[src/rtl/ex_mem_skid.sv]
// EX/MEM pipeline boundary register with a 2-entry skid buffer and a saturating
// MEM-side stall counter for performance debug.
module ex_mem_skid #(
    parameter int DATA_W = 32,
    parameter int RD_W   = 5,
    parameter int CNT_W  = 16
) (
    input  logic              clk_i,
    input  logic              rst_i,
    input  logic              flush_i,
    input  logic              ex_valid_i,
    output logic              ex_ready_o,
    input  logic [DATA_W-1:0] alu_data_i,
    input  logic              alu_zero_i,
    input  logic [DATA_W-1:0] rs2_data_i,
    input  logic [RD_W-1:0]   rd_i,
    input  logic [3:0]        ctrl_i,
    output logic              mem_valid_o,
    input  logic              mem_ready_i,
    output logic [DATA_W-1:0] alu_data_o,
    output logic              alu_zero_o,
    output logic [DATA_W-1:0] rs2_data_o,
    output logic [RD_W-1:0]   rd_o,
    output logic [3:0]        ctrl_o,
    output logic [CNT_W-1:0]  stall_cnt_o
);

    typedef struct packed {
        logic [DATA_W-1:0] alu_data;
        logic              alu_zero;
        logic [DATA_W-1:0] rs2_data;
        logic [RD_W-1:0]   rd;
        logic [3:0]        ctrl;
    } entry_t;

    typedef enum logic [1:0] {EMPTY, ONE, FULL} state_t;

    state_t           state, state_next;
    entry_t           main_entry, skid_entry, in_entry;
    logic             accept, pop;
    logic             load_main_in, load_main_skid, load_skid;
    logic [CNT_W-1:0] stall_cnt;

    assign in_entry = '{alu_data: alu_data_i, alu_zero: alu_zero_i,
                        rs2_data: rs2_data_i, rd: rd_i, ctrl: ctrl_i};

    // ready is a decode of the state register only, so there is no path from mem_ready_i
    assign ex_ready_o  = (state != FULL);
    assign mem_valid_o = (state != EMPTY);
    assign accept      = ex_valid_i & ex_ready_o;
    assign pop         = mem_valid_o & mem_ready_i;

    // NOTE: every signal written here gets a default first so no latch is inferred.
    always_comb begin
        state_next     = state;
        load_main_in   = 1'b0;
        load_main_skid = 1'b0;
        load_skid      = 1'b0;
        if (flush_i) begin
            state_next = EMPTY;
        end else begin
            unique case (state)
                EMPTY: if (accept) begin
                    load_main_in = 1'b1;
                    state_next   = ONE;
                end
                ONE: begin
                    if (accept && pop) begin
                        load_main_in = 1'b1;
                    end else if (accept) begin
                        load_skid  = 1'b1;
                        state_next = FULL;
                    end else if (pop) begin
                        state_next = EMPTY;
                    end
                end
                FULL: if (pop) begin
                    load_main_skid = 1'b1;
                    state_next     = ONE;
                end
                default: state_next = EMPTY;
            endcase
        end
    end

    // NOTE: state uses non-blocking assignments; payload registers are reset too
    // because the outputs must read 0 out of reset.
    always_ff @(posedge clk_i or negedge rst_i) begin
        if (!rst_i) begin
            state      <= EMPTY;
            main_entry <= '0;
            skid_entry <= '0;
        end else begin
            state <= state_next;
            if (load_main_in)        main_entry <= in_entry;
            else if (load_main_skid) main_entry <= skid_entry;
            if (load_skid)           skid_entry <= in_entry;
        end
    end

    always_ff @(posedge clk_i or negedge rst_i) begin
        if (!rst_i) begin
            stall_cnt <= '0;
        end else if (mem_valid_o && !mem_ready_i && (stall_cnt != '1)) begin
            stall_cnt <= stall_cnt + CNT_W'(1);
        end
    end

    assign alu_data_o  = main_entry.alu_data;
    assign alu_zero_o  = main_entry.alu_zero;
    assign rs2_data_o  = main_entry.rs2_data;
    assign rd_o        = main_entry.rd;
    assign ctrl_o      = main_entry.ctrl;
    assign stall_cnt_o = stall_cnt;

endmodule
[config.mk]
export PLATFORM = sky130hd
export DESIGN_NAME = ex_mem_skid
export DESIGN_NICKNAME = d
export VERILOG_FILES = /design/src/rtl/ex_mem_skid.sv
export SDC_FILE = /design/constraint.sdc
export NUM_CORES = 1
export LEC_CHECK = 0
export CORE_UTILIZATION = 53
export DETAILED_ROUTE_END_ITERATION = 16
export PLACE_DENSITY_LB_ADDON = 0.05
export SLEW_MARGIN = 10
export SYNTH_ARGS = -nofsm -noshare
export SYNTH_HDL_FRONTEND = slang
export SYNTH_SLANG_ARGS = --single-unit
[constraint.sdc]
create_clock -name clk_i -period 4.2 [get_ports clk_i]
set_input_delay 0.84 -clock clk_i [delete_from_list [all_inputs] [get_ports clk_i]]
set_output_delay 0.84 -clock clk_i [all_outputs]
set_load 0.05 [all_outputs]
==> impl_table.tex <==
\begin{tabular}{lr}
\hline
Metric & Value \\
\hline
\multicolumn{2}{l}{\textbf{GRT}} \\
\quad Global-route total usage across every layer & 0.238 \\
\quad Antenna violations before repair & 0 \\
\quad Wire length of the first global-routing pass & between 20000 and 25000 microns \\
\quad Largest net degree at the start of global routing & 100 \\
\quad Vias in the first global route & 4908 \\
\quad Remaining Overflow, GRT & 0 \\
\multicolumn{2}{l}{\textbf{Synth}} \\
\quad Combinational family with the most area after synthesis & simple AND/OR/NAND/NOR gates \\
\quad Post-synthesis adder-cell area fraction & 0.00183 \\
\quad Nets in the synthesized netlist & about 650 \\
\quad Simple-gate portion of the synthesized area & 0.129 \\
\quad Area share of xor/xnor cells in the synthesized design & 0.0192 \\
\quad Multiplexer share of the synthesized area & 0.126 \\
\quad Part of the Yosys area used for sequential elements & 0.608 \\
\quad Number of library cell types mapped by synthesis & 36 \\
\quad Synthesized area divided by synthesized cell count & around 12 sq um \\
\quad Synth Cell Area & 6830 sq um \\
\quad Top cells by area in the synthesized netlist & sky130\_fd\_sc\_hd\_\_dfrtp\_1 (61\%), sky130\_fd\_sc\_hd\_\_mux2\_2 (12\%), sky130\_fd\_sc\_hd\_\_nand2\_1 (8.6\%), sky130\_fd\_sc\_hd\_\_a22oi\_1 (8.1\%), sky130\_fd\_sc\_hd\_\_xor2\_1 (1.9\%) \\
\quad Flip-flop and latch count after synthesis & approximately 170 \\
\quad Synth Area in Compound Gates & 0.0852 \\
\quad Proportion of netlist area held by the largest area contributor & 0.608 \\
\quad Number of standard cells after synthesis & 565 \\
\quad Cell type with the highest aggregate area in the netlist & sky130\_fd\_sc\_hd\_\_dfrtp\_1 \\
\quad Synth warn & 0 \\
\multicolumn{2}{l}{\textbf{Cells and area}} \\
\quad Design area & roughly 9000 sq um \\
\quad Filler Cells Inserted & 869 \\
\quad Register area & 4150 sq um \\
\quad Relative area change from synthesis to final layout & 34.9\% \\
\quad Fraction of layout instances using a drive strength above 1 & 0.169 \\
\quad Footprint of the multi-input gates & between 2000 and 2500 sq um \\
\quad Final layout net count & around 810 \\
\quad \# diodes & 0 \\
\quad End-of-flow core utilization & 0.733 \\
\multicolumn{2}{l}{\textbf{Setup path}} \\
\quad Critical Path Start Type & primary input \\
\quad Critical Path Sink Type & flop \\
\quad Worst Path Class, Setup & in -> reg \\
\quad Critical Path AT & roughly 3.3 ns \\
\quad Required arrival time at the worst endpoint & around 4.6 ns \\
\quad Crit path max fanout & 38 \\
\multicolumn{2}{l}{\textbf{Floorplan}} \\
\quad Die Height & 116 microns \\
\quad Row Count & 41 \\
\quad Placeable Area & 12600 sq um \\
\quad Overall die area & 13300 sq um \\
\quad Overall die width & between 100 and 150 microns \\
\quad Starting density of the core & 0.544 \\
\quad Number of top-level pins & 171 \\
\multicolumn{2}{l}{\textbf{Run}} \\
\quad Number of violations of the max-capacitance limit & 0 \\
\multicolumn{2}{l}{\textbf{Pwr}} \\
\quad Total power after layout & between 4 and 5 mW \\
\quad Switch Pwr & about 1.6 mW \\
\quad Clk pwr share & 0.287 \\
\quad Internal power of the cells & between 3 and 4 mW \\
\quad Sequential group share of total power & 0.436 \\
\quad Peak ir drop on the vdd network & between 0.0004 and 0.0005 V \\
\quad Logic gate share of total power & 0.278 \\
\quad PD cells & 541 nW/um\^{}2 \\
\quad Fraction of power spent switching nets & 0.328 \\
\quad Leak pwr & about 4.3 nW \\
\multicolumn{2}{l}{\textbf{Clock tree}} \\
\quad Number of buffers added to fix hold violations after cts & 0 \\
\quad CTS clk-pin slew, worst paths & around 0.060 ns \\
\quad CTS Root Cell & sky130\_fd\_sc\_hd\_\_clkbuf\_16 \\
\quad Later-pin clock latency in the skew report & 0.42 ns \\
\quad Number of buffers inserted during clock tree synthesis & 17 \\
\quad Sink count of the clock tree & around 170 \\
\quad Post-CTS Setup Inserts & 0 \\
\quad Resize count post-CTS & 0 \\
\quad Clock tree from TritonCTS & done \\
\quad CTS max path bufs & 2 \\
\quad H-tree levels & 4 \\
\multicolumn{2}{l}{\textbf{Drt}} \\
\quad Total via count after detailed routing & 4949 \\
\quad Final WL & roughly 15000 microns \\
\quad Average wire per cell in the routed design & $\sim$17 microns \\
\quad First drt pass iteration count & 4 \\
\quad Residual DRC & 0 \\
\quad Via-per-instance ratio & between 5 and 6 \\
\quad Number of violations reported at the end of detailed-routing iteration 0 & 334 \\
\quad Number of routed nets with antenna violations & 0 \\
\multicolumn{2}{l}{\textbf{Timing}} \\
\quad Count of final hold-check violations & 0 \\
\quad Max transition margin & 0.387 \\
\quad RSZ-0062 raised after global routing & false \\
\quad Worst slack on hold paths & $\sim$0.47 ns \\
\quad Max Clk Rate & about 0.34 GHz \\
\quad Min Clock Period, post-route & $\sim$3 ns \\
\quad Worst slew pin tran & just over 0.9 ns \\
\quad Max-slew violation count & 0 \\
\quad Setup TNS Final & 0 ns \\
\quad Final setup violation count & 0 \\
\quad Worst-case clock skew & roughly 0.006 ns \\
\quad Ratio of final minimum period to clock period & 0.695 \\
\multicolumn{2}{l}{\textbf{Place}} \\
\quad Quantity of I/O buffers inserted on ports & 170 \\
\quad Routability congestion estimate & a little under 0.8 \\
\quad Detailed placement HPWL & approximately 9900 microns \\
\quad Standard cell area after detailed placement & 8670 sq um \\
\multicolumn{2}{l}{\textbf{Hold path}} \\
\quad Class of the most critical hold timing path & reg -> reg \\
\multicolumn{2}{l}{\textbf{Run status}} \\
\quad Result of the run & complete, no violations \\
\hline
\end{tabular}
## layout by cell type, fill, tap and decap left out, drive strengths merged
cell	instances
clkdlybuf4s50	169
dfrtp	166
nand2	156
mux2	75
a22oi	74
clkbuf	23
xor2	15
buf	9
nor4	7
nor3	5
clkinv	5
nand3	4
nand4	4
nand2b	4
and3	3
clkinvlp	3
nor3b	2
nor2b	2
nor4b	2
a21oi	2
nor2	2
or2	1
and2	1
and4bb	1
and4	1
mux2i	1
o22a	1
a211oi	1
ha	1
bufinv	1
## registers in the layout, summed over array words and instances (netlist names)
signal and cells:
alu_zero_o 1, stall_cnt_o 16, alu_data_o 32, ctrl_o 4, rs2_data_o 32, rd_o 5, skid_entry 74, state 2
## power by group through the flow
stage	registers (mW)	clock network [mW]	logic, mW
after global placement	2.17	0	1.36
after global routing	2.21	1.53	1.47
after CTS	2.17	1.46	1.40
after detailed placement	2.19	0	1.39
after floorplan	2.66	0	0.378
final	2.17	1.43	1.38
## kinds of logic after synthesis
family / Yosys count
and+or+nand+nor: 195
xor gates and xnor gates: 15
muxes: 76
AOI/OAI and AO/OA: 78
buffers and inverters: 34
DFF: 166
adders and majority gates: 1
## Yosys cell counts (all sizes together)
cell type / number
nor2b: 2
nor3: 5
o22a: 1
nand2: 156
xor2: 15
and4: 1
nor4b: 2
buf: 30
a211oi: 1
and3: 3
nor3b: 2
ha: 1
and4bb: 1
mux2: 75
nand4: 4
a21oi: 2
nand3: 4
and2: 1
dfrtp: 166
nor2: 2
mux2i: 1
nor4: 7
nand2b: 4
or2: 1
clkbuf: 4
a22oi: 74
## cell type report
| class | count | share of cell area |
|---|---|---|
| Sequential cell | 166 | 0.451 |
| Tap cell | 172 | 0.0233 |
| Clock buffer | 23 | 0.0508 |
| Timing Repair Buffer | 178 | 0.197 |
| Multi-Input combinational cell | 365 | 0.270 |
| Clock inverter | 9 | 0.00842 |
## final timing paths
kind                                           start  slack [ns]  cells past startpoint                          to
max in group asynchronous                      rst_i        2.80                      2  rs2_data_o[19]$_DFFE_PN0P_
hold / removal             rs2_data_o[6]$_DFFE_PN0P_        0.47                      2   rs2_data_o[6]$_DFFE_PN0P_
setup reg to reg                state[1]$_DFFE_PN0P_        1.78                      5  rs2_data_o[23]$_DFFE_PN0P_
min in group asynchronous                      rst_i        0.50                      1         rd_o[3]$_DFFE_PN0P_
setup / recovery                          ex_valid_i        1.28                      6  rs2_data_o[23]$_DFFE_PN0P_
hold reg to reg            rs2_data_o[6]$_DFFE_PN0P_        0.47                      2   rs2_data_o[6]$_DFFE_PN0P_
## per-stage QoR
stage               std cells  setup WS (ns)
floorplan                 565           2.12
global placement          881          0.973
detailed placement        881          0.872
CTS                       913           1.31
global route              913           1.17
finish                    913           1.28
## routing by layer
layer / global-route usage / vias up / routed length (microns)
li1: - / 2304 / -
met1: 0.309 / 2468 / 6620
met2: 0.382 / 152 / 7310
met3: 0.0612 / 25 / 977
met4: 0.101 / 0 / 310
met5: 0 / - / 0
## worst max-delay path: stages
cell	delay (ns)
sky130_fd_sc_hd__clkdlybuf4s50_1	0.53
sky130_fd_sc_hd__nor3b_1	0.64
sky130_fd_sc_hd__and2_2	0.71
sky130_fd_sc_hd__buf_12	0.29
sky130_fd_sc_hd__a22oi_1	0.12
sky130_fd_sc_hd__nand2_1	0.10
No activity file was read; power rests on OpenSTA's default activity.
